[src/rtl/unidade_controle_pkg.sv]
// Shared game constants and state codes for the memory-game control unit.
// Display decoders and benches import these so every block agrees on the codes.
package unidade_controle_pkg;

    typedef enum logic [3:0] {
        INICIAL           = 4'h0,
        PREPARACAO        = 4'h1,
        ESPERA_JOGADA     = 4'h2,
        REGISTRA          = 4'h4,
        COMPARACAO        = 4'h5,
        PROXIMA_JOGADA    = 4'h6,
        PROXIMA_SEQUENCIA = 4'h7,
        FIM_ACERTO        = 4'hA,
        FIM_TIMEOUT       = 4'hD,
        FIM_ERRO          = 4'hE
    } estado_t;

    // Cycles the player may spend on one play before the round is lost.
    localparam int unsigned CICLOS_TIMEOUT = 3000;

endpackage

[src/rtl/unidade_controle.sv]
// Control FSM for the memory game: state register, next-state logic and a Moore output decode.
// Decision on a play lands three edges after jogada_feita; end states hold until iniciar.
module unidade_controle
    import unidade_controle_pkg::*;
(
    input  logic       clock,
    input  logic       reset,
    input  logic       iniciar,
    input  logic       igual,
    input  logic       fim_sequencia,
    input  logic       ultima_sequencia,
    input  logic       jogada_feita,
    input  logic       fim_timer,
    input  logic       fimE,
    output logic       zeraC,
    output logic       contaC,
    output logic       zeraL,
    output logic       contaL,
    output logic       zeraR,
    output logic       registraR,
    output logic       zera_timer,
    output logic       conta_timer,
    output logic       pronto,
    output logic       acertou,
    output logic       errou,
    output logic       timeout,
    output logic [3:0] db_estado
);

    estado_t estado;
    estado_t proximo;

    // The address terminal count is reported by the datapath but never steers the FSM.
    logic unused_fim_e;
    assign unused_fim_e = fimE;

    always_ff @(posedge clock) begin
        if (reset)
            estado <= INICIAL;
        else
            estado <= proximo;
    end

    always_comb begin
        proximo = INICIAL;
        case (estado)
            INICIAL:           proximo = iniciar ? PREPARACAO : INICIAL;
            PREPARACAO:        proximo = ESPERA_JOGADA;
            ESPERA_JOGADA: begin
                if (jogada_feita)
                    proximo = REGISTRA;
                else if (fim_timer)
                    proximo = FIM_TIMEOUT;
                else
                    proximo = ESPERA_JOGADA;
            end
            REGISTRA:          proximo = COMPARACAO;
            COMPARACAO: begin
                if (!igual)
                    proximo = FIM_ERRO;
                else if (fim_sequencia && ultima_sequencia)
                    proximo = FIM_ACERTO;
                else if (fim_sequencia)
                    proximo = PROXIMA_SEQUENCIA;
                else
                    proximo = PROXIMA_JOGADA;
            end
            PROXIMA_JOGADA:    proximo = ESPERA_JOGADA;
            PROXIMA_SEQUENCIA: proximo = ESPERA_JOGADA;
            FIM_ACERTO:        proximo = iniciar ? PREPARACAO : FIM_ACERTO;
            FIM_ERRO:          proximo = iniciar ? PREPARACAO : FIM_ERRO;
            FIM_TIMEOUT:       proximo = iniciar ? PREPARACAO : FIM_TIMEOUT;
            default:           proximo = INICIAL;
        endcase
    end

    always_comb begin
        zeraC       = 1'b0;
        contaC      = 1'b0;
        zeraL       = 1'b0;
        contaL      = 1'b0;
        zeraR       = 1'b0;
        registraR   = 1'b0;
        zera_timer  = 1'b0;
        conta_timer = 1'b0;
        pronto      = 1'b0;
        acertou     = 1'b0;
        errou       = 1'b0;
        timeout     = 1'b0;
        case (estado)
            PREPARACAO: begin
                zeraC      = 1'b1;
                zeraL      = 1'b1;
                zeraR      = 1'b1;
                zera_timer = 1'b1;
            end
            ESPERA_JOGADA:  conta_timer = 1'b1;
            REGISTRA: begin
                registraR  = 1'b1;
                zera_timer = 1'b1;
            end
            PROXIMA_JOGADA: contaC = 1'b1;
            // New round: restart the address at 0 and grow the limit by one.
            PROXIMA_SEQUENCIA: begin
                contaL     = 1'b1;
                zeraC      = 1'b1;
                zera_timer = 1'b1;
            end
            FIM_ACERTO: begin
                pronto  = 1'b1;
                acertou = 1'b1;
            end
            FIM_ERRO: begin
                pronto = 1'b1;
                errou  = 1'b1;
            end
            FIM_TIMEOUT: begin
                pronto  = 1'b1;
                timeout = 1'b1;
            end
            default: ;
        endcase
    end

    assign db_estado = estado;

endmodule
[config.mk]
export PLATFORM = sky130hd
export DESIGN_NAME = unidade_controle
export DESIGN_NICKNAME = d
export VERILOG_FILES = /design/src/rtl/unidade_controle_pkg.sv /design/src/rtl/unidade_controle.sv
export SDC_FILE = /design/constraint.sdc
export NUM_CORES = 1
export LEC_CHECK = 0
export CAP_MARGIN = 20
export CORE_AREA = 2 2 39 41
export CTS_CLUSTER_SIZE = 20
export DETAILED_ROUTE_END_ITERATION = 7
export DIE_AREA = 0 0 41 43
export GPL_TIMING_DRIVEN = 1
export PLACE_DENSITY = 0.68
export SLEW_MARGIN = 20
export SYNTH_ARGS = -nofsm -noshare
export SYNTH_HDL_FRONTEND = slang
export SYNTH_SLANG_ARGS = --single-unit
export TNS_END_PERCENT = 10
[constraint.sdc]
create_clock -name clock -period 1.1 [get_ports clock]
set_input_delay 0.165 -clock clock [delete_from_list [all_inputs] [get_ports clock]]
set_output_delay 0.165 -clock clock [all_outputs]
set_load 0.02 [all_outputs]
Yosys cells after proc, flatten, opt, wreduce, memory -nomap -nowiden
Cells that the tools add are included.
{"block": "word_totals", "reg_bits": 4, "out_inout_bits": 16, "wordCells": 37}
{"block": "classes", "n_eq_ne": 9, "muxes": 21, "n_reduce_logical": 6}
{"op": "4-bit case mux with 8 select lines", "n": 1}
{"op": "4-bit two-way mux", "n": 7}
{"op": "4-bit by 3-bit == test with 1-bit output, second input constant", "n": 4}
{"op": "1-bit two-way mux", "n": 13}
{"op": "4-bit == test, second input constant", "n": 3}
{"op": "3-bit OR reduction", "n": 3}
{"op": "4-bit by 1-bit == test with 1-bit output, second input constant", "n": 1}
{"op": "4-bit by 2-bit == test with 1-bit output, second input constant", "n": 1}
{"op": "4-bit logical NOT", "n": 1}
{"op": "2-bit OR reduction", "n": 1}
{"op": "1-bit logical AND", "n": 1}

Logic depth before layout (Yosys ltp)
Gate-level depths: netlist of the first run.
{"block": "depth", "depth_word": 4, "depth_mapped": 5, "depth_no_buf": 4}

Worst setup path before layout of the first run
OpenSTA, ideal clock, no wires.
{"block": "synth_path", "kind": "register to output", "startpoint": "reg estado[0], in the netlist db_estado[0]", "endpoint": "out zera_timer", "arrival_time_ns": 1.611, "slack_ns": -0.676, "stages_incl_launch_ff": 4, "cell_sequence": "dfxtp_1 nand2b_1 nor3_1 or3_1"}
{"block": "synth_via", "elab_chain_len": 3, "elab_cells_between_ends": 5}
{"item": "from (decl)", "line_no": "unidade_controle.sv:30", "text": "estado_t estado;"}
{"item": "from (signal assigned)", "line_no": "unidade_controle.sv:41", "text": "estado <= proximo;"}
{"item": "4-bit by 3-bit == test with 1-bit output / 4-bit by 1-bit == test with 1-bit output (equally long branches)", "line_no": "unidade_controle.sv:90", "text": "case (estado)"}
{"item": "3-bit OR reduction (no source line) *"}
{"item": "1-bit two-way mux *", "line_no": "unidade_controle.sv:90"}
{"item": "to (decl)", "line_no": "unidade_controle.sv:21", "text": "output logic zera_timer,"}
Every way passes the cells marked *; elsewhere a longest branch is shown, timed or not.

Worst setup path after layout of the first run
{"block": "layout_path", "startpoint": "reg estado[1], in the netlist db_estado[1]", "endpoint": "out zera_timer"}
The elaborated chain is that of the path after synthesis.

==> results_tabular.tex, run 1 <==
\begin{tabular}{lr}
\hline
Metric & Value \\
\hline
\multicolumn{2}{l}{\textbf{Outcome}} \\
Outcome & finished with violations \\
Failing checks & setup timing \\
\multicolumn{2}{l}{\textbf{Clock network}} \\
Number of buffers inserted during clock tree synthesis & 3 \\
Maximum level of the CTS H-tree & 1 \\
Root Buffer Master & clkbuf\_4 \\
Max Buffers Root-to-Sink & 2 \\
Reg clk slew, reported paths & 0.04 ns \\
TritonCTS clock tree & done \\
Clock sinks & 4 \\
Insertion delay of the later-clocked pin in the worst-skew pair & $\sim$0.25 ns \\
\multicolumn{2}{l}{\textbf{Floorplan}} \\
Horizontal extent of the die & 41 um \\
Full die area & 0.001763 mm2 \\
Starting density of the core & 0.2731 \\
Top-level port count & 25 \\
Cell Rows & 14 \\
Height of the die & 43 um \\
Core Region & 0.001384 mm2 \\
\multicolumn{2}{l}{\textbf{Logic synthesis}} \\
Number of synthesis warnings & 0 \\
Number of synthesized register bits & 4 \\
Area of the mapped netlist & 377.9 um2 \\
Number of unique standard cell types used by synthesis & 31 \\
Fraction of the yosys area taken by sequential cells & 0.2119 \\
Cells taking the most area after synthesis & dfxtp\_1 (21\%), nor2\_1 (7.0\%), nand2\_1 (6.0\%), nor3\_4 (4.3\%), a21oi\_1 (4.0\%) \\
Area share of the leading cell type in the synthesized netlist & 0.2119 \\
Number of instances in the synthesized netlist & 53 \\
Post-Syn Area per Cell & between 7 and 8 um2 \\
Dominant cell type by area after synthesis & dfxtp\_1 \\
Post-Syn Nets & 62 \\
\multicolumn{2}{l}{\textbf{Route}} \\
DR vias & 543 \\
Mean number of vias per cell & 5.028 \\
Total wire length & 1295 um \\
Post-detailed-route wirelength per cell & approximately 12 um \\
Number of remaining DRC errors & 0 \\
First-pass iteration count of the detailed router & 4 \\
Initial drt markers & 4 \\
Remaining antenna violation count & 0 \\
\multicolumn{2}{l}{\textbf{STA}} \\
Worst slew pin tran & 0.2126 ns \\
Ratio of final minimum period to clock period & 1.367 \\
Top achievable clock speed & roughly 670 MHz \\
Time the final worst path needs with I/O delays and setup & 1.504 ns \\
Final setup skew & 0.007988 ns \\
Hold slack & $\sim$0.61 ns \\
Post-layout worst setup margin & -0.4038 ns \\
Worst rel slew slack & 0.8569 \\
Setup repair after global routing missed its margin & true \\
Fin. max-slew vios & 0 \\
Final setup violation count & 18 \\
Number of hold-slack violations in the final timing report & 0 \\
\multicolumn{2}{l}{\textbf{Pwr}} \\
Power density cells & 1519 mW/mm2 \\
Portion of total power attributed to sequential cells & 0.185 \\
Max IR drop VDD & 660.7 uV \\
Internal power component & 738.7 uW \\
Combinational share of power & 0.642 \\
Portion of total power attributed to the clock network & 0.173 \\
Switch Pwr & 489.4 uW \\
Share of total power consumed by net switching & 0.3985 \\
Leak & $\sim$0.34 nW \\
\multicolumn{2}{l}{\textbf{Critical path}} \\
Origin of the critical flop-to-flop path & db\_estado[3]\$\_SDFF\_PP0\_ \\
Critical path data arrival time & between 1 and 1.5 ns \\
Critical Path End Type & output pin \\
Max Fanout on Critical Path & 6 \\
Data required, critical path & 0.94 ns \\
Count of cells along the worst register-to-register path & 6 \\
Setup slack of the most critical reg-to-reg path & -0.24 ns \\
Critical Setup Path Class & flip-flop to output pin \\
Crit Reg-Reg Endpoint & db\_estado[1]\$\_SDFF\_PP0\_ \\
Startpoint class of the critical path & flip-flop \\
\multicolumn{2}{l}{\textbf{GRT}} \\
GRT Resource Usage Total & 0.1847 \\
Initial antenna violation count & 0 \\
Largest net degree at the start of global routing & 9 \\
Wire length of the first global-routing pass & between 2000 and 2500 um \\
Remaining Overflow, GRT & 0 \\
Via count of the first global-routing pass & 482 \\
\multicolumn{2}{l}{\textbf{Cells and area}} \\
Ratio of cells with drive above 1 in the final layout & 0.5761 \\
Most used cells in the layout excluding fill and tap cells & buf\_4 (18), buf\_6 (8), clkdlybuf4s50\_1 (7) \\
Nets@finish & between 100 and 150 \\
Most common cell after layout, fill and taps aside & buf\_4 \\
Max reg flops & 4 \\
Summed area of non-filler cells in the final layout & between 800 and 900 um2 \\
Number of fillers in the final layout & 135 \\
Count of non-filler cells in the finished layout & 108 \\
Signed area change from the synthesized netlist to the final layout & 113.9\% \\
Antenna cells & 0 \\
\multicolumn{2}{l}{\textbf{Place}} \\
Port Buffer Count & 23 \\
Total cell area at the placement stage & 744.5 um2 \\
Worst slack at placement & -0.5964 ns \\
Routability congestion estimate from global placement & 0.8670 \\
Detailed placement HPWL & 956.9 um \\
Placed cells & 102 \\
\multicolumn{2}{l}{\textbf{Worst hold path}} \\
Classification of the worst-slack hold path & input port to flip-flop \\
Hold EP & db\_estado[3]\$\_SDFF\_PP0\_ \\
Number of stages on the worst hold path & 3 \\
Hold\_sp & fim\_timer \\
\multicolumn{2}{l}{\textbf{Job}} \\
Number of violations of the max-capacitance limit & 0 \\
\hline
\end{tabular}
## worst max-delay path by stage
stage	startpoint	endpoint	slack, ns	cells past startpoint
6_report	db_estado[1]$_SDFF_PP0_	zera_timer	-0.40	5
5_1_grt	db_estado[3]$_SDFF_PP0_	zera_timer	-0.44	5
4_1_cts	db_estado[3]$_SDFF_PP0_	zera_timer	-0.40	5
3_5_place_dp	db_estado[3]$_SDFF_PP0_	zera_timer	-0.60	5
3_3_place_gp	db_estado[3]$_SDFF_PP0_	zera_timer	-0.58	5
2_1_floorplan	db_estado[1]$_SDFF_PP0_	zera_timer	-0.25	3
## critical path: stages (launching register included)
cell and delay (ns):
dfxtp_4 0.35, buf_4 0.14, nand2_2 0.08, nor2_4 0.04, or3_4 0.35, buf_6 0.14
## synthesized netlist by cell type
cell type and n:
nor3_1 2, nor2_1 7, nand2b_4 1, or2_2 1
a21oi_1 3, a311oi_1 1, nand3_1 1, a41oi_1 1
nor4_1 1, nand3b_1 1, or3_4 1, dfxtp_1 4
and2b_1 1, a31o_2 1, nand2b_1 2, a211oi_1 1
nor3_2 1, o21ai_1 2, or3_1 1, or2_1 1
o21ai_0 1, buf_2 2, a31oi_1 2, buf_4 1
o21bai_1 1, inv_1 2, nand2_1 6, inv_2 1
nor3_4 1, a311o_1 1, a21o_1 1
## routing by layer
layer,track usage,wire [um]
met2,0.2781,630
met1,0.2283,521
met4,0.1200,41
met5,0,0
met3,0.03141,102
## power groups by stage
stage / clock (mW) / combinational [mW] / sequential [mW]
2_1_floorplan: 0 / 0.381 / 0.248
3_3_place_gp: 0 / 0.725 / 0.217
3_5_place_dp: 0 / 0.733 / 0.216
4_1_cts: 0.217 / 0.783 / 0.224
5_1_grt: 0.222 / 0.850 / 0.231
6_report: 0.213 / 0.789 / 0.227
## what timing repair did
action                                  CTS  global route
endpoints found under the setup margin   20            19
cloned                                    0             0
pin swaps                                 4             3
gates resized for setup                  80             9
setup buffers                             2             0
hold buffers                              0             0
## layout make-up
cell class / instances / area (um2) / share of cell area
well taps: 16 / 20.02 / 0.02477
clock buffers: 4 / 26.28 / 0.03251
inverters: 3 / 13.76 / 0.01703
repair buffers: 38 / 329.1 / 0.4071
multi-input cells: 43 / 324.1 / 0.4009
flip-flops and latches: 4 / 95.09 / 0.1176
## cells by family after synthesis
kind of cell    Yosys count  share of synthesized area
compound gates           15                     0.2682
flops                     4                     0.2119
buf+inv                   6                    0.07617
simple gates             28                     0.4438
## through the flow
| step | util | setup TNS, ns | power (mW) |
|---|---|---|---|
| 3_5_place_dp | 0.5380 | -7.994 | 0.9497 |
| 4_1_cts | 0.5741 | -4.584 | 1.225 |
| 6_report | 0.5841 | -4.266 | 1.228 |
| 3_3_place_gp | 0.5380 | -7.837 | 0.9427 |
| 5_1_grt | 0.5841 | -5.294 | 1.303 |
| 2_1_floorplan | - | -1.776 | 0.6289 |
(Power assumes the default switching activity.)
==> inputs of run 2 (changes only) <==
--- a/config.mk
+++ b/config.mk
@@ -7,6 +7,7 @@
 export LEC_CHECK = 0
 export CAP_MARGIN = 20
 export CORE_AREA = 2 2 39 41
+export CTS_CLUSTER_DIAMETER = 120
 export CTS_CLUSTER_SIZE = 20
 export DETAILED_ROUTE_END_ITERATION = 7
 export DIE_AREA = 0 0 41 43
==> constraint.sdc (replaced) <==
create_clock -name clock -period 1.3 [get_ports clock]
set_input_delay 0.195 -clock clock [delete_from_list [all_inputs] [get_ports clock]]
set_output_delay 0.195 -clock clock [all_outputs]
set_load 0.02 [all_outputs]
==> results_tabular.tex, run 2 (synthesis results as in run 1) <==
\begin{tabular}{lr}
\hline
Metric & Value \\
\hline
\multicolumn{2}{l}{\textbf{Cells and area}} \\
Max reg flops & 4 (unchanged) \\
Area of combinational cells with multiple inputs & 320.3 um2 (-1.2\%) \\
Summed area of non-filler cells in the final layout & 803.3 um2 (-0.62\%) \\
Area taken by flip-flops and latches & 92.59 um2 (-2.6\%) \\
Number of fillers in the final layout & 128 (-5.2\%) \\
Signed area change from the synthesized netlist to the final layout & 112.6\% \\
Count of non-filler cells in the finished layout & 106 (-1.9\%) \\
Most common cell after layout, fill and taps aside & buf\_4 \\
Nets@finish & 100 (-2.0\%) \\
Ratio of cells with drive above 1 in the final layout & 0.5222 (-0.05386) \\
Most used cells in the layout excluding fill and tap cells & buf\_4 (11), buf\_6 (8), clkdlybuf4s50\_1 (7) \\
Antenna cells & 0 (unchanged) \\
\multicolumn{2}{l}{\textbf{GRT}} \\
Remaining Overflow, GRT & 0 (unchanged) \\
GRT Resource Usage Total & 0.1797 (-0.005020) \\
Wire length of the first global-routing pass & 2139 um (-1.2\%) \\
Initial antenna violation count & 0 (unchanged) \\
Largest net degree at the start of global routing & 9 (unchanged) \\
Via count of the first global-routing pass & 489 (+1.5\%) \\
\multicolumn{2}{l}{\textbf{Critical path}} \\
Max Fanout on Critical Path & 2 (-4) \\
Origin of the critical flop-to-flop path & db\_estado[3]\$\_SDFF\_PP0\_ \\
CP peak stage delay & 0.35 ns (about the same) \\
Critical path, cell by cell & nand2b\_4 > or3\_4 > inv\_4 > or3\_4 > buf\_6 \\
Cell family contributing the most delay on the critical path & simple AND/OR/NAND/NOR gates \\
Count of cells along the worst register-to-register path & 6 (unchanged) \\
Crit Reg-Reg Endpoint & db\_estado[1]\$\_SDFF\_PP0\_ \\
Cell depth of the worst setup path & 5 (unchanged) \\
Critical Path End Type & output pin \\
Data required, critical path & 1.11 ns (+0.17 ns) \\
Setup slack of the most critical reg-to-reg path & -0.06 ns (+0.18 ns) \\
Total buffers and inverters traversed by the critical path & 2 (unchanged) \\
CP most frequent cell & or3\_4 \\
Critical path data arrival time & 1.34 ns (about the same) \\
Slowest stage cell on the critical path & or3\_4 \\
Critical Setup Path Class & flip-flop to output pin \\
Startpoint class of the critical path & flip-flop \\
\multicolumn{2}{l}{\textbf{Floorplan}} \\
Top-level port count & 25 (unchanged) \\
Starting density of the core & 0.2731 (unchanged) \\
Height of the die & 43 um (unchanged) \\
Cell Rows & 14 (unchanged) \\
Horizontal extent of the die & 41 um (unchanged) \\
Core Region & 0.001384 mm2 (unchanged) \\
Full die area & 0.001763 mm2 (unchanged) \\
\multicolumn{2}{l}{\textbf{Clock network}} \\
Number of hold buffers added after CTS & 0 (unchanged) \\
Clock sinks & 4 (unchanged) \\
TritonCTS clock tree & done \\
Reg clk slew, reported paths & 0.04 ns (about the same) \\
Max Buffers Root-to-Sink & 2 (unchanged) \\
Insertion delay of the later-clocked pin in the worst-skew pair & 0.25 ns (about the same) \\
Maximum level of the CTS H-tree & 1 (unchanged) \\
Number of buffers inserted during clock tree synthesis & 3 (unchanged) \\
Root Buffer Master & clkbuf\_4 \\
Post-CTS Repair Setup Buffers & 0 (-2) \\
\multicolumn{2}{l}{\textbf{Route}} \\
Mean number of vias per cell & 4.962 (-1.3\%) \\
Post-detailed-route wirelength per cell & 12.07 um (+0.63\%) \\
Number of remaining DRC errors & 0 (unchanged) \\
Initial drt markers & 6 (+2) \\
DR vias & 526 (-3.1\%) \\
Remaining antenna violation count & 0 (unchanged) \\
First-pass iteration count of the detailed router & 4 (unchanged) \\
Total wire length & 1279 um (-1.2\%) \\
\multicolumn{2}{l}{\textbf{STA}} \\
Ratio of final minimum period to clock period & 1.183 \\
Number of hold-slack violations in the final timing report & 0 (unchanged) \\
Setup repair after global routing missed its margin & true \\
Top achievable clock speed & 650.4 MHz \\
Worst slew pin tran & 0.2378 ns (+0.02517 ns) \\
Post-layout worst setup margin & -0.2374 ns (+0.1663 ns) \\
Fin. max-slew vios & 0 (unchanged) \\
Worst rel slew slack & 0.8415 (-0.01547) \\
Final setup skew & 0.007842 ns (-0.0001470 ns) \\
Final setup violation count & 15 (-3) \\
Time the final worst path needs with I/O delays and setup & $\sim$1.5 ns \\
Final-layout setup total negative slack & -1.879 ns (+2.388 ns) \\
Hold slack & 0.6382 ns (+0.03270 ns) \\
\multicolumn{2}{l}{\textbf{Place}} \\
Routability congestion estimate from global placement & 0.8670 (unchanged) \\
Detailed placement HPWL & 977.4 um (+2.1\%) \\
Placed cells & 102 (unchanged) \\
Total cell area at the placement stage & 744.5 um2 (unchanged) \\
Port Buffer Count & 23 (unchanged) \\
\multicolumn{2}{l}{\textbf{Pwr}} \\
Total chip power & 1.012 mW (-18\%) \\
Max IR drop VDD & 526.2 uV (-20\%) \\
Leak & 0.3277 nW (-2.9\%) \\
Power density cells & 1260 mW/mm2 (-17\%) \\
\multicolumn{2}{l}{\textbf{Worst hold path}} \\
Classification of the worst-slack hold path & flip-flop to flip-flop \\
Hold EP & db\_estado[2]\$\_SDFF\_PP0\_ \\
Hold\_sp & db\_estado[1]\$\_SDFF\_PP0\_ \\
Number of stages on the worst hold path & 2 (-1) \\
\multicolumn{2}{l}{\textbf{Outcome}} \\
Failing checks & setup timing \\
Outcome & finished with violations \\
\multicolumn{2}{l}{\textbf{Job}} \\
Number of violations of the max-capacitance limit & 0 (unchanged) \\
\hline
\end{tabular}
==> run 2: changes by cell type in the layout (fill, tap and decap cells not counted), moves of 2 or more <==
cell	previous run	this run
buf_4	18	11
nor2_2	2	0
clkdlybuf4s15_2	0	2
nand2b_2	0	2
buf_2	3	1
clkbuf_2	0	2
dlygate4sd2_1	1	4
nand2b_4	3	1
==> run 2: worst max-delay path by stage <==
stage,start,end
2_1_floorplan,db_estado[1]$_SDFF_PP0_,zera_timer
3_3_place_gp,db_estado[3]$_SDFF_PP0_,zera_timer
3_5_place_dp,db_estado[3]$_SDFF_PP0_,zera_timer
4_1_cts,db_estado[3]$_SDFF_PP0_,zera_timer
5_1_grt,db_estado[3]$_SDFF_PP0_,zera_timer
6_report,db_estado[3]$_SDFF_PP0_,zera_timer
==> run 2: cell type report <==
type | instances | area share
clock buffer | 4 | 0.03271
inverter | 3 | 0.01713
multi-input combinational | 43 | 0.3988
sequential | 4 | 0.1153
tap | 16 | 0.02492
timing repair buffer | 36 | 0.4112
==> run 2: worst register-to-register path: stages, from the launching register on <==
cell and delay, ns:
dfxtp_4 0.33, buf_4 0.17, inv_2 0.09, buf_4 0.13
o21ai_1 0.06, a31o_2 0.27, a311oi_2 0.20
==> run 2: metrics by stage <==
stage / util / setup WS, ns
floorplan: - / -0.07628
detailed placement: 0.5380 / -0.4286
global placement: 0.5380 / -0.4137
global route: 0.5805 / -0.2864
CTS: 0.5696 / -0.2508
finish: 0.5805 / -0.2374
==> run 2: timing repair <==
action,4_1_cts,5_1_grt
pin swaps,2,4
resized for setup,60,13
setup endpoints to repair,20,19
==> run 2: layer usage <==
| layer | track usage | vias up | share of wire |
|---|---|---|---|
| met5 | 0 | - | 0 |
| li1 | - | 264 | - |
| met4 | 0.1200 | 0 | 0.027 |
| met1 | 0.2283 | 232 | 0.44 |
| met2 | 0.2625 | 26 | 0.47 |
| met3 | 0.03141 | 4 | 0.064 |
==> run 2: power by group <==
group          switching [mW]  total, mW  internal [mW]
Combinational           0.311      0.647          0.336
Clock                  0.0614      0.177          0.116
Sequential             0.0351      0.187          0.152
